==> config.mk <==
export PLATFORM = sky130hd
export DESIGN_NAME = hyperspace_pad_stream_bridge
export DESIGN_NICKNAME = d
export VERILOG_FILES = /design/src/rtl/hyperspace_pad_stream_bridge_pkg.sv /design/src/rtl/hyperspace_pad_stream_bridge_fifo.sv /design/src/rtl/hyperspace_pad_stream_bridge.sv
export SDC_FILE = /design/constraint.sdc
export NUM_CORES = 1
export LEC_CHECK = 0
export CAP_MARGIN = 20
export CORE_MARGIN = 3
export CORE_UTILIZATION = 30
export CTS_BUF_LIST = sky130_fd_sc_hd__clkbuf_8
export DETAILED_ROUTE_END_ITERATION = 7
export DONT_BUFFER_PORTS = 1
export GPL_TIMING_DRIVEN = 0
export SYNTH_ARGS = -nofsm -noshare
export SYNTH_HDL_FRONTEND = slang
export SYNTH_HIERARCHICAL = 1
export SYNTH_SLANG_ARGS = --single-unit
export TNS_END_PERCENT = 20
==> constraint.sdc <==
create_clock -name clock -period 4.1 [get_ports clock]
set_clock_uncertainty 0.05 [all_clocks]
set_input_delay 0.615 -clock clock [delete_from_list [all_inputs] [get_ports clock]]
set_output_delay 0.615 -clock clock [all_outputs]
set_load 0.02 [all_outputs]
==> src/rtl/hyperspace_pad_stream_bridge_pkg.sv <==
// Shared definitions for the HyperSpace pad-side stream bridge.
// Pin numbers are Caravel mprj_io numbers; IDX_* are the matching bit
// positions in the 30-bit io_in/io_out/io_oeb vectors (index 0 = pin 8).
package hyperspace_pad_stream_bridge_pkg;

  localparam int IO_W     = 30;
  localparam int PIN_BASE = 8;

  localparam int PIN_IN_DATA_LO  = 30;  // pin 30 carries bit 7, pin 37 bit 0
  localparam int PIN_IN_LAST     = 29;
  localparam int PIN_IN_VALID    = 28;
  localparam int PIN_IN_READY    = 27;
  localparam int PIN_OUT_READY   = 26;
  localparam int PIN_OUT_VALID   = 25;
  localparam int PIN_OUT_LAST    = 24;
  localparam int PIN_OUT_DATA_LO = 8;   // pins 23:8 = out_data[15:0]

  localparam int IDX_IN_DATA_LO  = PIN_IN_DATA_LO  - PIN_BASE;
  localparam int IDX_IN_LAST     = PIN_IN_LAST     - PIN_BASE;
  localparam int IDX_IN_VALID    = PIN_IN_VALID    - PIN_BASE;
  localparam int IDX_IN_READY    = PIN_IN_READY    - PIN_BASE;
  localparam int IDX_OUT_READY   = PIN_OUT_READY   - PIN_BASE;
  localparam int IDX_OUT_VALID   = PIN_OUT_VALID   - PIN_BASE;
  localparam int IDX_OUT_LAST    = PIN_OUT_LAST    - PIN_BASE;
  localparam int IDX_OUT_DATA_LO = PIN_OUT_DATA_LO - PIN_BASE;

  // Driven pins (27, 25:8) have oeb=0; every other pin is an input.
  localparam logic [IO_W-1:0] OEB_MASK = 30'h3FF4_0000;

  typedef struct packed {
    logic       last;
    logic [7:0] data;
  } in_beat_t;

  typedef struct packed {
    logic        last;
    logic [15:0] data;
  } out_beat_t;

  function automatic logic [7:0] bit_rev8(input logic [7:0] v);
    for (int i = 0; i < 8; i++) bit_rev8[i] = v[7-i];
  endfunction

endpackage

==> src/rtl/hyperspace_pad_stream_bridge_fifo.sv <==
// hps_sync_fifo: single-clock FIFO with first-word fall-through read port.
// Ports: clock, RSTB (sync, active-high), push/wdata, pop/rdata,
// count (entries held), full, empty. A push on a full FIFO is accepted
// only when a pop happens in the same cycle; otherwise it is ignored.
module hps_sync_fifo #(
  parameter int WIDTH = 8,
  parameter int DEPTH = 4,
  localparam int AW = $clog2(DEPTH)
) (
  input  logic             clock,
  input  logic             RSTB,
  input  logic             push,
  input  logic [WIDTH-1:0] wdata,
  input  logic             pop,
  output logic [WIDTH-1:0] rdata,
  output logic [AW:0]      count,
  output logic             full,
  output logic             empty
);

  logic [WIDTH-1:0] mem [DEPTH];
  logic [AW-1:0]    rd_ptr, wr_ptr;
  logic             do_pop, do_push;

  assign empty   = (count == '0);
  assign full    = (count == (AW+1)'(DEPTH));
  assign do_pop  = pop && !empty;
  assign do_push = push && (!full || do_pop);
  assign rdata   = mem[rd_ptr];

  always_ff @(posedge clock) begin
    if (RSTB) begin
      rd_ptr <= '0;
      wr_ptr <= '0;
      count  <= '0;
    end else begin
      if (do_push) wr_ptr <= wr_ptr + 1'b1;
      if (do_pop)  rd_ptr <= rd_ptr + 1'b1;
      count <= count + {{AW{1'b0}}, do_push} - {{AW{1'b0}}, do_pop};
    end
  end

  always_ff @(posedge clock) begin
    if (do_push) mem[wr_ptr] <= wdata;
  end

endmodule

==> src/rtl/hyperspace_pad_stream_bridge.sv <==
// Pad-side adapter between mprj_io[37:8] and the HyperSpace core streams.
// Input path : pins -> ingress register (bit order fixed) -> input FIFO -> m_axis.
// Output path: s_axis -> output FIFO -> registered out_valid/last/data -> pins.
// Ports: clock, RSTB (sync, active-high), io_in/io_out/io_oeb (pin vectors),
// m_axis_* (to core), s_axis_* (from core), sticky error flags.
module hyperspace_pad_stream_bridge
  import hyperspace_pad_stream_bridge_pkg::*;
#(
  parameter int IN_DEPTH  = 4,
  parameter int OUT_DEPTH = 4,
  parameter int IN_FRAME  = 2048,
  parameter int OUT_FRAME = 1536
) (
  input  logic              clock,
  input  logic              RSTB,
  input  logic [IO_W-1:0]   io_in,
  output logic [IO_W-1:0]   io_out,
  output logic [IO_W-1:0]   io_oeb,
  output logic              m_axis_tvalid,
  input  logic              m_axis_tready,
  output logic [7:0]        m_axis_tdata,
  output logic              m_axis_tlast,
  input  logic              s_axis_tvalid,
  output logic              s_axis_tready,
  input  logic [15:0]       s_axis_tdata,
  input  logic              s_axis_tlast,
  output logic              err_overflow,
  output logic              err_in_last,
  output logic              err_out_last
);

  localparam int IAW = $clog2(IN_DEPTH);
  localparam int OAW = $clog2(OUT_DEPTH);
  localparam int IFW = $clog2(IN_FRAME);
  localparam int OFW = $clog2(OUT_FRAME);
  localparam logic [IAW:0]   IN_READY_MAX = (IAW+1)'(IN_DEPTH - 3);
  localparam logic [IFW-1:0] IN_LAST_CNT  = IFW'(IN_FRAME - 1);
  localparam logic [OFW-1:0] OUT_LAST_CNT = OFW'(OUT_FRAME - 1);

  // ---------------- input path ----------------
  logic     ing_valid;
  in_beat_t ing_beat, in_head;
  logic [IAW:0] in_count, in_count_next;
  logic     in_full, in_empty, in_pop, in_acc, in_ready;
  logic [IFW-1:0] in_frm;

  // Captured whenever the source asserts valid; in_ready is advisory only.
  always_ff @(posedge clock) begin
    if (RSTB) begin
      ing_valid <= 1'b0;
      ing_beat  <= '0;
    end else begin
      ing_valid     <= io_in[IDX_IN_VALID];
      ing_beat.last <= io_in[IDX_IN_LAST];
      ing_beat.data <= bit_rev8(io_in[IDX_IN_DATA_LO +: 8]);
    end
  end

  assign in_pop = m_axis_tvalid && m_axis_tready;
  assign in_acc = ing_valid && (!in_full || in_pop);
  assign in_count_next = in_count + {{IAW{1'b0}}, in_acc} - {{IAW{1'b0}}, in_pop};

  hps_sync_fifo #(.WIDTH(9), .DEPTH(IN_DEPTH)) u_in_fifo (
    .clock (clock),
    .RSTB  (RSTB),
    .push  (ing_valid),
    .wdata (ing_beat),
    .pop   (in_pop),
    .rdata (in_head),
    .count (in_count),
    .full  (in_full),
    .empty (in_empty)
  );

  assign m_axis_tvalid = !in_empty;
  assign m_axis_tdata  = in_head.data;
  assign m_axis_tlast  = in_head.last;

  // Three free slots cover the beat in the ingress register plus the beat
  // the source may launch before it sees in_ready fall.
  always_ff @(posedge clock) begin
    if (RSTB) begin
      in_ready     <= 1'b0;
      in_frm       <= '0;
      err_overflow <= 1'b0;
      err_in_last  <= 1'b0;
    end else begin
      in_ready <= (in_count_next <= IN_READY_MAX);
      if (ing_valid && !in_acc) err_overflow <= 1'b1;
      if (in_acc) begin
        if (ing_beat.last != (in_frm == IN_LAST_CNT)) err_in_last <= 1'b1;
        if (ing_beat.last || in_frm == IN_LAST_CNT) in_frm <= '0;
        else                                        in_frm <= in_frm + 1'b1;
      end
    end
  end

  // ---------------- output path ----------------
  out_beat_t out_head, out_reg;
  logic      out_valid, out_full, out_empty, out_load, out_push;
  logic [OAW:0]   out_count_unused;
  logic [OFW-1:0] out_frm;

  assign s_axis_tready = !RSTB && !out_full;
  assign out_push      = s_axis_tvalid && s_axis_tready;
  // Output register refills when empty or when its beat transfers this edge.
  assign out_load      = !out_valid || io_in[IDX_OUT_READY];

  hps_sync_fifo #(.WIDTH(17), .DEPTH(OUT_DEPTH)) u_out_fifo (
    .clock (clock),
    .RSTB  (RSTB),
    .push  (out_push),
    .wdata ({s_axis_tlast, s_axis_tdata}),
    .pop   (out_load),
    .rdata (out_head),
    .count (out_count_unused),
    .full  (out_full),
    .empty (out_empty)
  );

  always_ff @(posedge clock) begin
    if (RSTB) begin
      out_valid    <= 1'b0;
      out_reg      <= '0;
      out_frm      <= '0;
      err_out_last <= 1'b0;
    end else begin
      if (out_load) begin
        out_valid <= !out_empty;
        if (!out_empty) out_reg <= out_head;
      end
      if (out_push) begin
        if (s_axis_tlast != (out_frm == OUT_LAST_CNT)) err_out_last <= 1'b1;
        if (s_axis_tlast || out_frm == OUT_LAST_CNT) out_frm <= '0;
        else                                         out_frm <= out_frm + 1'b1;
      end
    end
  end

  // ---------------- pins ----------------
  always_comb begin
    io_out = '0;
    io_out[IDX_IN_READY]            = in_ready;
    io_out[IDX_OUT_VALID]           = out_valid;
    io_out[IDX_OUT_LAST]            = out_reg.last;
    io_out[IDX_OUT_DATA_LO +: 16]   = out_reg.data;
  end

  assign io_oeb = OEB_MASK;

  // Pins that are outputs have no meaningful input value.
  logic unused_pins;
  assign unused_pins = ^{io_in[IDX_IN_READY], io_in[IDX_OUT_VALID],
                         io_in[IDX_OUT_LAST], io_in[IDX_OUT_DATA_LO +: 16]};

endmodule

==> metrics.txt, run 1 <==
status completed; largest net degree at the start of global routing 22; fin crit period about 3.0 ns; Flop pwr share between 50% and 60%; max-cap viol count 0; fill count ~2300; async set-reset flop share out of synthesis 0%; gr usage total 10.2%; die area roughly 0.027 mm²; worst setup margin approximately 1.1 ns; Slew @ Worst Pin approximately 0.65 ns; dpl cells slightly below 900; Slew Viols, Final 0; final core occ 35.0%; postcts setup bufs 0; total number of vias 3788; Placer Congestion approximately 0.74; switching share of power 33.6%; CTS max path bufs 2; vias in the first global route approximately 3700; sequential cell area between 0.004 and 0.005 mm²; die height between 150 and 200 µm; Total Wirelength approximately 13 mm; post-route ant nets 0; setup TNS 0 ns; Hold WC Path Type primary input to flip-flop; first-pass GRT wire length between 20 and 25 mm; worst-path maximum fanout 10; fin crit share around three quarters; P_sw 0.00150 W; post-synth top area share between 40% and 50%; I/O Pins roughly 130; Final nets 656; Starting Density a little under a third; CP Data Required Time ~4.4 ns; Post-Place Setup Slack 1.09 ns; Max Clock Freq roughly 0.33 GHz; Comb power frac about a fifth; crit path capture type flip-flop; Resized Gates After CTS 0; htree depth 4; RSZ-0062 raised after global routing no; flop and latch count out of synthesis roughly 180; CTS Buf Count 17; final setup fails 0; Critical Path Start Type flip-flop; Cells after Synth between 500 and 600; Post-Layout Cell Count 918; internal power 0.00296 W; First DRT Iteration DRCs roughly 230; EDFF count, synth around 100; ys flop type edfxtp_1; Clock Root Buffer clkbuf_8; grt total ovfl 0; initial antenna violation count 0; Clk pin slew, worst setup/hold paths approximately 0.12 ns; yosys warns 6; Via density 4.13; VDD IR-drop max approximately 200 µV; pwr dens 534 mW/mm²; Hold Vio Cnt, Final 0; Pre-antenna DRT Iters 4; TritonCTS clock tree done; worst-skew pair later-pin latency about 0.46 ns; CTS Sinks 176; Static Leak between 2 and 3 nW; num rows 56; die width approximately 160 µm; Diodes inserted 0; mapped cell area about 0.0074 mm²; core area 0.0238 mm²; top post-synthesis cells by area edfxtp_1, dfxtp_1, mux4_1; Routed wire per std cell 14.2 µm; port bufs 0; Seq/Total Area, Yosys 61.9%; Avg Synthesized Cell Area approximately 14 µm²; cts hold-fix bufs 0; worst path arrival time ~3.3 ns; Multi-input gate area between 0.002 and 0.0025 mm²; slew margin rel. a little under three fifths; dominant cell type by area after synthesis edfxtp_1; DRC Markers 0; Netlist cell types 50; Detail Placement HPWL between 9 and 10 mm; Worst Setup Path Type flip-flop to flip-flop; Clk pwr share approximately 28%; share of cells above drive strength 1 between 20% and 30%; area grow syn2layout 13.1%; Power, Total 0.00446 W
registers in the layout (all words and copies together) (netlist names), 3 cells and up, named ones only:
register	flops
u_out_fifo/mem	68
u_in_fifo/mem	36
io_out	17
in_frm	11
out_frm	11
ing_beat	9
u_in_fifo/count	3
u_out_fifo/count	3
worst max-delay path: stages, from the launching register on:
cell	delay [ns]
dfxtp_1	0.44
nor3_1	0.37
nand2b_1	0.21
buf_2	0.24
inv_1	0.14
o31ai_2	0.12
or2_1	0.19
a21bo_2	0.23
ha_1	0.18
fa_1	0.38
xnor2_1	0.17
xnor2_1	0.14
nor2_1	0.05
metrics by stage:
step                hold slack [ns]  cell area (µm²)
global placement              0.412             7920
finish                        0.181             8350
detailed placement            0.420             7920
global route                  0.125             8350
CTS                           0.138             8350
floorplan                     0.388             7520
metal layers:
layer / vias to the layer above / share of wire (%) / track usage (%)
li1: 1904 / - / -
met1: 1800 / 40 / 11.4
met2: 74 / 52 / 18.1
met3: 10 / 6.2 / 3.92
met4: 0 / 1.1 / 3.34
met5: - / 0 / 0
synth_stat cells (all sizes together), types with 12 or more instances:
library cell  instances
ha                   16
edfxtp              104
nor2b                15
xnor2                21
inv                  23
buf                  52
dfxtp                72
a21oi                27
nand2                43
clkbuf               12
mux4                 26
nor2                 37
power groups by stage:
stage / Sequential (W) / Combinational [W] / Clock, W
2_1_floorplan: 0.00226 / 0.000811 / 0
3_3_place_gp: 0.00232 / 0.000958 / 0
3_5_place_dp: 0.00232 / 0.000964 / 0
4_1_cts: 0.00228 / 0.000968 / 0.00129
5_1_grt: 0.00229 / 0.00106 / 0.00136
6_report: 0.00227 / 0.000949 / 0.00124
area by class of cell:
type | count | share of cell area (%)
buffer | 64 | 5.35
clock inverter | 15 | 2.28
clock buffer | 17 | 2.80
multi-input combinational | 304 | 29.1
tap | 319 | 4.78
sequential | 176 | 54.7
inverter | 23 | 1.03
cell families (layout without fill, tap and decap cells):
group | Yosys count | count (layout) | share of synthesized area, %
flops | 176 | 176 | 61.9
xor+xnor | 28 | 28 | 3.32
compound gates | 44 | 44 | 4.31
simple gates | 141 | 141 | 10.0
other cells | 2 | 41 | 0.102
buf+inv | 87 | 119 | 7.22
fa+ha+maj | 19 | 19 | 3.53
mux | 31 | 31 | 9.62
cell usage in the layout, fill, tap and decap left out, types with 17 or more instances in the layout:
cell and n:
edfxtp_1 104, dfxtp_1 72, nand2_1 43, buf_4 43
conb_1 41, nor2_1 37, a21oi_1 26, xnor2_1 21
inv_1 20, clkbuf_8 17, mux4_1 17
path summary, 6_finish.rpt:
kind                           start              endpoint  slack (ns)  depth (start not counted)
setup / recovery  u_in_fifo/count[1]    u_in_fifo/count[2]        1.09                         12
hold / removal       s_axis_tdata[9]  u_out_fifo/mem[2][9]        0.18                          0
setup reg to reg  u_in_fifo/count[1]    u_in_fifo/count[2]        1.09                         12
hold reg to reg          ing_beat[3]   u_in_fifo/mem[0][3]        0.43                          0
Note: power is estimated with default switching activity, not from simulation.
==> run 2: changes to the inputs <==
- clock period: 4.1 -> 2.7 ns (I/O delays scaled with it)
==> metrics.txt, run 2 (synthesis results as in run 1) <==
sequential cell area 0.00458 mm² (was 0.00456 mm²); CTS Sinks 176 (unchanged); Detail Placement HPWL 9.11 mm (unchanged); crit path capture type flip-flop (unchanged); Endpoint, Worst Hold ing_beat[5] (was u_out_fifo/mem[2][9]); worst reg2reg startpoint u_out_fifo/count[2] (was u_in_fifo/count[1]); CP Buf/Inv Count 2 (unchanged); Hold WC Path Type primary input to flip-flop (unchanged); Clock Root Buffer clkbuf_8 (unchanged); Final nets 680 (was 656); fin crit share 96.8% (was 73.5%); Crit-path slowest cell fa_1 (was dfxtp_1); largest reg by FF count u_out_fifo/mem (unchanged); CTS Buf Count 17 (unchanged); Placer Congestion 0.739 (unchanged); port bufs 0 (unchanged); initial antenna violation count 0 (unchanged); worst-skew pair later-pin latency 0.46 ns (about the same); Via density 4.14 (was 4.13); die width 163 µm (unchanged); vias in the first global route 3841 (was 3738); final core occ 36.3% (was 35.0%); post-route ant nets 0 (unchanged); crit-path max cell delay 0.38 ns (was 0.44 ns); Pre-antenna DRT Iters 4 (unchanged); Hold Vio Cnt, Final 0 (unchanged); cell repeated most along the worst path xnor2_1 (unchanged); largest net degree at the start of global routing 22 (unchanged); R2R Setup Slk 0.09 ns (was 1.09 ns); TritonCTS clock tree done (unchanged); most frequent cells in the layout edfxtp_1, dfxtp_1, buf_4 (was edfxtp_1, dfxtp_1, nand2_1, buf_4, conb_1); commonest non-fill, non-tap cell in the layout edfxtp_1 (unchanged); Static Leak 3.10 nW (was 2.98 nW); RSZ-0062 raised after global routing yes (was no); Starting Density 31.0% (unchanged); total number of vias 3898 (was 3788); worst-path maximum fanout 10 (unchanged); Diodes inserted 0 (unchanged); first-pass GRT wire length 21.0 mm (was 20.7 mm); max-cap viol count 0 (unchanged); core area 0.0238 mm² (unchanged); DRC Markers 0 (unchanged); final setup fails 0 (unchanged); worst setup margin 0.0860 ns (was 1.09 ns); First DRT Iteration DRCs 232 (was 234); Critical Path Start Type flip-flop (unchanged); max reg flops 68 (unchanged); Max Clock Freq 0.383 GHz (was 0.332 GHz); Slew @ Worst Pin 0.649 ns (was 0.645 ns); Routed wire per std cell 14.0 µm (was 14.2 µm); fill count 2309 (was 2331); share of cells above drive strength 1 21.2% (was 20.4%); status completed (unchanged); Total Wirelength 13.2 mm (was 13.0 mm); delay-heaviest family, CP simple AND/OR/NAND/NOR gates (unchanged); htree depth 4 (unchanged); grt total ovfl 0 (unchanged); worst path arrival time 2.90 ns (was 3.31 ns); slew margin rel. 56.7% (was 57.0%); Multi-input gate area 0.00245 mm² (was 0.00243 mm²); die area 0.0265 mm² (unchanged); CTS max path bufs 2 (unchanged); die height 163 µm (unchanged); VDD IR-drop max 307 µV (was 203 µV); area grow syn2layout 17.0% (was 13.1%); pwr dens 794 mW/mm² (was 534 mW/mm²); CP Data Required Time 2.98 ns (was 4.40 ns); Slew Viols, Final 0 (unchanged); Post-Place Setup Slack -0.309 ns (was 1.09 ns); num rows 56 (unchanged); fin crit period 2.61 ns (was 3.01 ns); reg2reg end u_out_fifo/count[2] (was u_in_fifo/count[2]); hold depth 1 (was 0); I/O Pins 125 (unchanged); setup TNS 0 ns (unchanged); gr usage total 10.3% (was 10.2%); Worst Setup Path Type flip-flop to flip-flop (unchanged); Clk pin slew, worst setup/hold paths 0.10 ns (was 0.12 ns); Worst R2R Path Depth 11 (was 12); CP cell instances nor3b_4 > or3b_1 > buf_6 > inv_4 > or2_2 > a21bo_2 > ha_1 > fa_1 > xnor2_1 > xnor2_1 > nor2_1 (was nor3_1 > nand2b_1 > buf_2 > inv_1 > o31ai_2 > or2_1 > a21bo_2 > ha_1 > fa_1 > xnor2_1 > xnor2_1 > nor2_1); Hold Path Origin io_in[24] (was s_axis_tdata[9])
==> run 2: cell count changes in the layout (fill, tap and decap cells not counted), sizes merged <==
cell	change
dlygate4sd3	+24
==> run 2: worst max-delay path by stage <==
| stage | depth (start not counted) | slack [ns] | to | from |
|---|---|---|---|---|
| 2_1_floorplan | 12 | 0.11 | u_in_fifo/count[2] | u_in_fifo/count[1] |
| 5_1_grt | 11 | -0.05 | u_out_fifo/count[2] | u_out_fifo/count[0] |
| 6_report | 11 | 0.09 | u_out_fifo/count[2] | u_out_fifo/count[2] |
| 3_5_place_dp | 12 | -0.31 | u_in_fifo/count[2] | u_in_fifo/count[1] |
| 3_3_place_gp | 12 | -0.28 | u_in_fifo/count[2] | u_in_fifo/count[1] |
| 4_1_cts | 11 | 0.02 | u_out_fifo/count[2] | u_out_fifo/count[2] |
==> run 2: metrics by stage <==
step	area (µm²)	std cells	total power [W]	hold WS (ns)
after global placement	7920	886	0.00497	0.412
after floorplan	7520	567	0.00466	0.388
after detailed placement	7920	886	0.00499	0.420
after global routing	8640	942	0.00725	0.0150
after CTS	8600	941	0.00697	0.00435
final	8640	942	0.00686	0.0451
==> run 2: metal layers <==
metal	up-vias	wire length, µm	track usage (%)
li1	1958	-	-
met1	1855	5610	12.0
met2	75	6860	18.3
met3	10	559	3.00
met4	0	136	3.34
met5	-	0	0
==> run 2: repair_timing <==
action | in CTS | in global routing
buffers inserted | 1 | 0
hold endpoints to repair | 73 | 2
endpoints found under the setup margin | 4 | 3
gates resized for setup | 10 | 8
pin swaps | 2 | 2
hold buffers | 22 | 2
==> run 2: cell type report <==
cell class / count / share of cell area [%]
timing repair buffer: 25 / 2.87
buffer: 63 / 5.13
clock inverter: 15 / 2.20
multi-input combinational: 304 / 28.4
clock buffer: 17 / 2.71
tap: 319 / 4.62
sequential: 176 / 53.0
inverter: 23 / 1.03
==> run 2: power by group <==
group | switching (W) | internal, W | total [W]
clock network | 0.00115 | 0.000735 | 0.00188
logic | 0.000811 | 0.000697 | 0.00151
registers | 0.000346 | 0.00312 | 0.00347
==> run 3: changes to the inputs <==
- CAP_MARGIN: 20 -> not set
==> results of run 3 <==
Same layout as run 2: the final DEF is identical, and so are final timing and power.
==> edit, RTL diff (config.mk and constraints of run 1) <==
Make the reset (`RSTB`) asynchronous in 4 clocked blocks.
--- a/src/rtl/hyperspace_pad_stream_bridge_fifo.sv
+++ b/src/rtl/hyperspace_pad_stream_bridge_fifo.sv
@@ -28,7 +28,7 @@
   assign do_push = push && (!full || do_pop);
   assign rdata   = mem[rd_ptr];
 
-  always_ff @(posedge clock) begin
+  always_ff @(posedge clock or posedge RSTB) begin
     if (RSTB) begin
       rd_ptr <= '0;
       wr_ptr <= '0;
--- a/src/rtl/hyperspace_pad_stream_bridge.sv
+++ b/src/rtl/hyperspace_pad_stream_bridge.sv
@@ -45,7 +45,7 @@
   logic [IFW-1:0] in_frm;
 
   // Captured whenever the source asserts valid; in_ready is advisory only.
-  always_ff @(posedge clock) begin
+  always_ff @(posedge clock or posedge RSTB) begin
     if (RSTB) begin
       ing_valid <= 1'b0;
       ing_beat  <= '0;
@@ -78,7 +78,7 @@
 
   // Three free slots cover the beat in the ingress register plus the beat
   // the source may launch before it sees in_ready fall.
-  always_ff @(posedge clock) begin
+  always_ff @(posedge clock or posedge RSTB) begin
     if (RSTB) begin
       in_ready     <= 1'b0;
       in_frm       <= '0;
@@ -118,7 +118,7 @@
     .empty (out_empty)
   );
 
-  always_ff @(posedge clock) begin
+  always_ff @(posedge clock or posedge RSTB) begin
     if (RSTB) begin
       out_valid    <= 1'b0;
       out_reg      <= '0;
Behaviour: differs if RSTB is asserted again (counterexample within 4 cycles, from zero or initial values and one cycle with RSTB high); with RSTB held inactive, the same outputs for 4 cycles.
==> edit against run 1 <==
Synthesized area fell by 0.56%. Largest cell class unchanged. First-iteration DRC count fell by 30%. Largest power group unchanged. Sequential cell count is 4 lower. Setup slack got worse by 0.23 ns. Final area down 0.19%. Total power is 17% higher. Routed wire length up 7.4%.
==> edit: results (changes against run 1) <==
The number of distinct library cell variants in the gate-level netlist after synthesis was 53 (+6.0%). The proportion of synthesized area in mux cells was 11.0% (+1.4 points); the data arrival time of the critical path was 3.54 ns (+0.23 ns). The tools report the sequential cell count as 172 (-2.3%). The count of non-CTS inverters in the layout came out at 26 (+13%). The cell leakage power came out at 3.23 nW (+8.2%).

Ratio of total power to cell area: 628 nW/µm² (+18%). The maximum resistive drop on vdd is 251 µV (+24%). The clock-pin slew of the registers on the worst-case setup and hold paths works out to 0.09 ns (-0.03 ns). The run gives 825 (-6.9%) as the number of cells after detailed placement. The wire length of the first global-routing pass is 22100 µm (+6.9%). The run gives 19.1% (+1.1 points) as the met2 routing resource usage after global routing. The average detailed-routed wire length per instance came out at 16.3 µm (+15%).

In the synthesized netlist, the cells that appear most often are 104 x sky130_fd_sc_hd__edfxtp_1, 68 x sky130_fd_sc_hd__dfrtp_1, 44 x sky130_fd_sc_hd__buf_4. For the worst slack after detailed placement, the log shows 0.862 ns (-0.229 ns). The first-iteration detailed-routing DRC count came out at 163 (-30%). The share of final layout cell area taken by clock buffers and inverters came out at 5.03% (-0.050 points).

The share of final-layout standard cells stronger than drive strength 1 is 26.0% (+5.7 points), and the switching power share of the total is 33.0% (-0.60 points). The largest net degree at the start of global routing was 36 (+64%); the met3 global-route usage was 3.94% (+0.025 points). The run finished with clean final reports. The sequential portion of the cell area came out at 57.9% (+3.2 points). Combined global-route utilization of all metal layers: 11.0% (+0.76 points).

The endpoint identified for the worst register-to-register timing path is in_ready. The tools report the clock network latency to the later pin of the worst-skew pair as 0.44 ns (-0.02 ns). The sequential group share of total power was 48.9% (-2.0 points). The type of the worst min-delay path was input pin to asynchronous set/reset pin.

The detailed placer's ending HPWL is 9410 µm (+3.4%). The final design utilization is 35.1% (about the same), and the combinational logic power is 1.41 mW (+49%). The fraction of the mapped netlist area in compound gates is 4.66% (+0.35 points), and the via count of the first global-routing pass is 3851 (+3.0%). The critical path's largest stage delay works out to 0.51 ns (+0.07 ns). The per-cell via count in the routed design was 4.42 (+7.2%). The final-layout worst hold slack was 0.0221 ns (-0.159 ns); the met1 track demand over resource was 12.9% (+1.5 points).

Total core area: 23800 µm² (-0.29%). The weighted congestion reported at the end of routability-driven placement came out at 0.703 (-4.9%). The total length of routed met3 wires came out at 813 µm (+0.87%). Portion of the layout cell area used by non-clock buffers: 5.24% (-0.11 points). The fraction of synthesized cell area in xor and xnor cells was 1.43% (-1.9 points). The number of combinational gates with multiple inputs was 251 (-17%). The slowest stage of the critical path is the sky130_fd_sc_hd__o21ai_0 cell.
-- edit: cell types whose count changed after synthesis, moves of 18 or more --
cell,delta
sky130_fd_sc_hd__o21ai_0,+21
sky130_fd_sc_hd__nand2_1,-18
sky130_fd_sc_hd__dfxtp_1,-72
sky130_fd_sc_hd__a21oi_1,-24
sky130_fd_sc_hd__dfrtp_1,+68
sky130_fd_sc_hd__nor2_1,-32
-- edit: critical path: cells and delay by family, from the launching register on --
kind | cells | cell delay, ns
xor+xnor | 2 | 0.33
compound gates | 1 | 0.51
simple gates | 3 | 0.58
buf+inv | 3 | 0.49
flops | 1 | 0.47
fa+ha+maj | 3 | 0.72
-- edit: worst max path at each step --
stage,to,slack (ns),cells after the start
finish,in_ready,0.85,12
global route,in_ready,0.52,12
CTS,in_ready,0.84,12
detailed placement,in_ready,0.86,12
global placement,in_ready,0.96,12
floorplan,in_ready,1.41,12
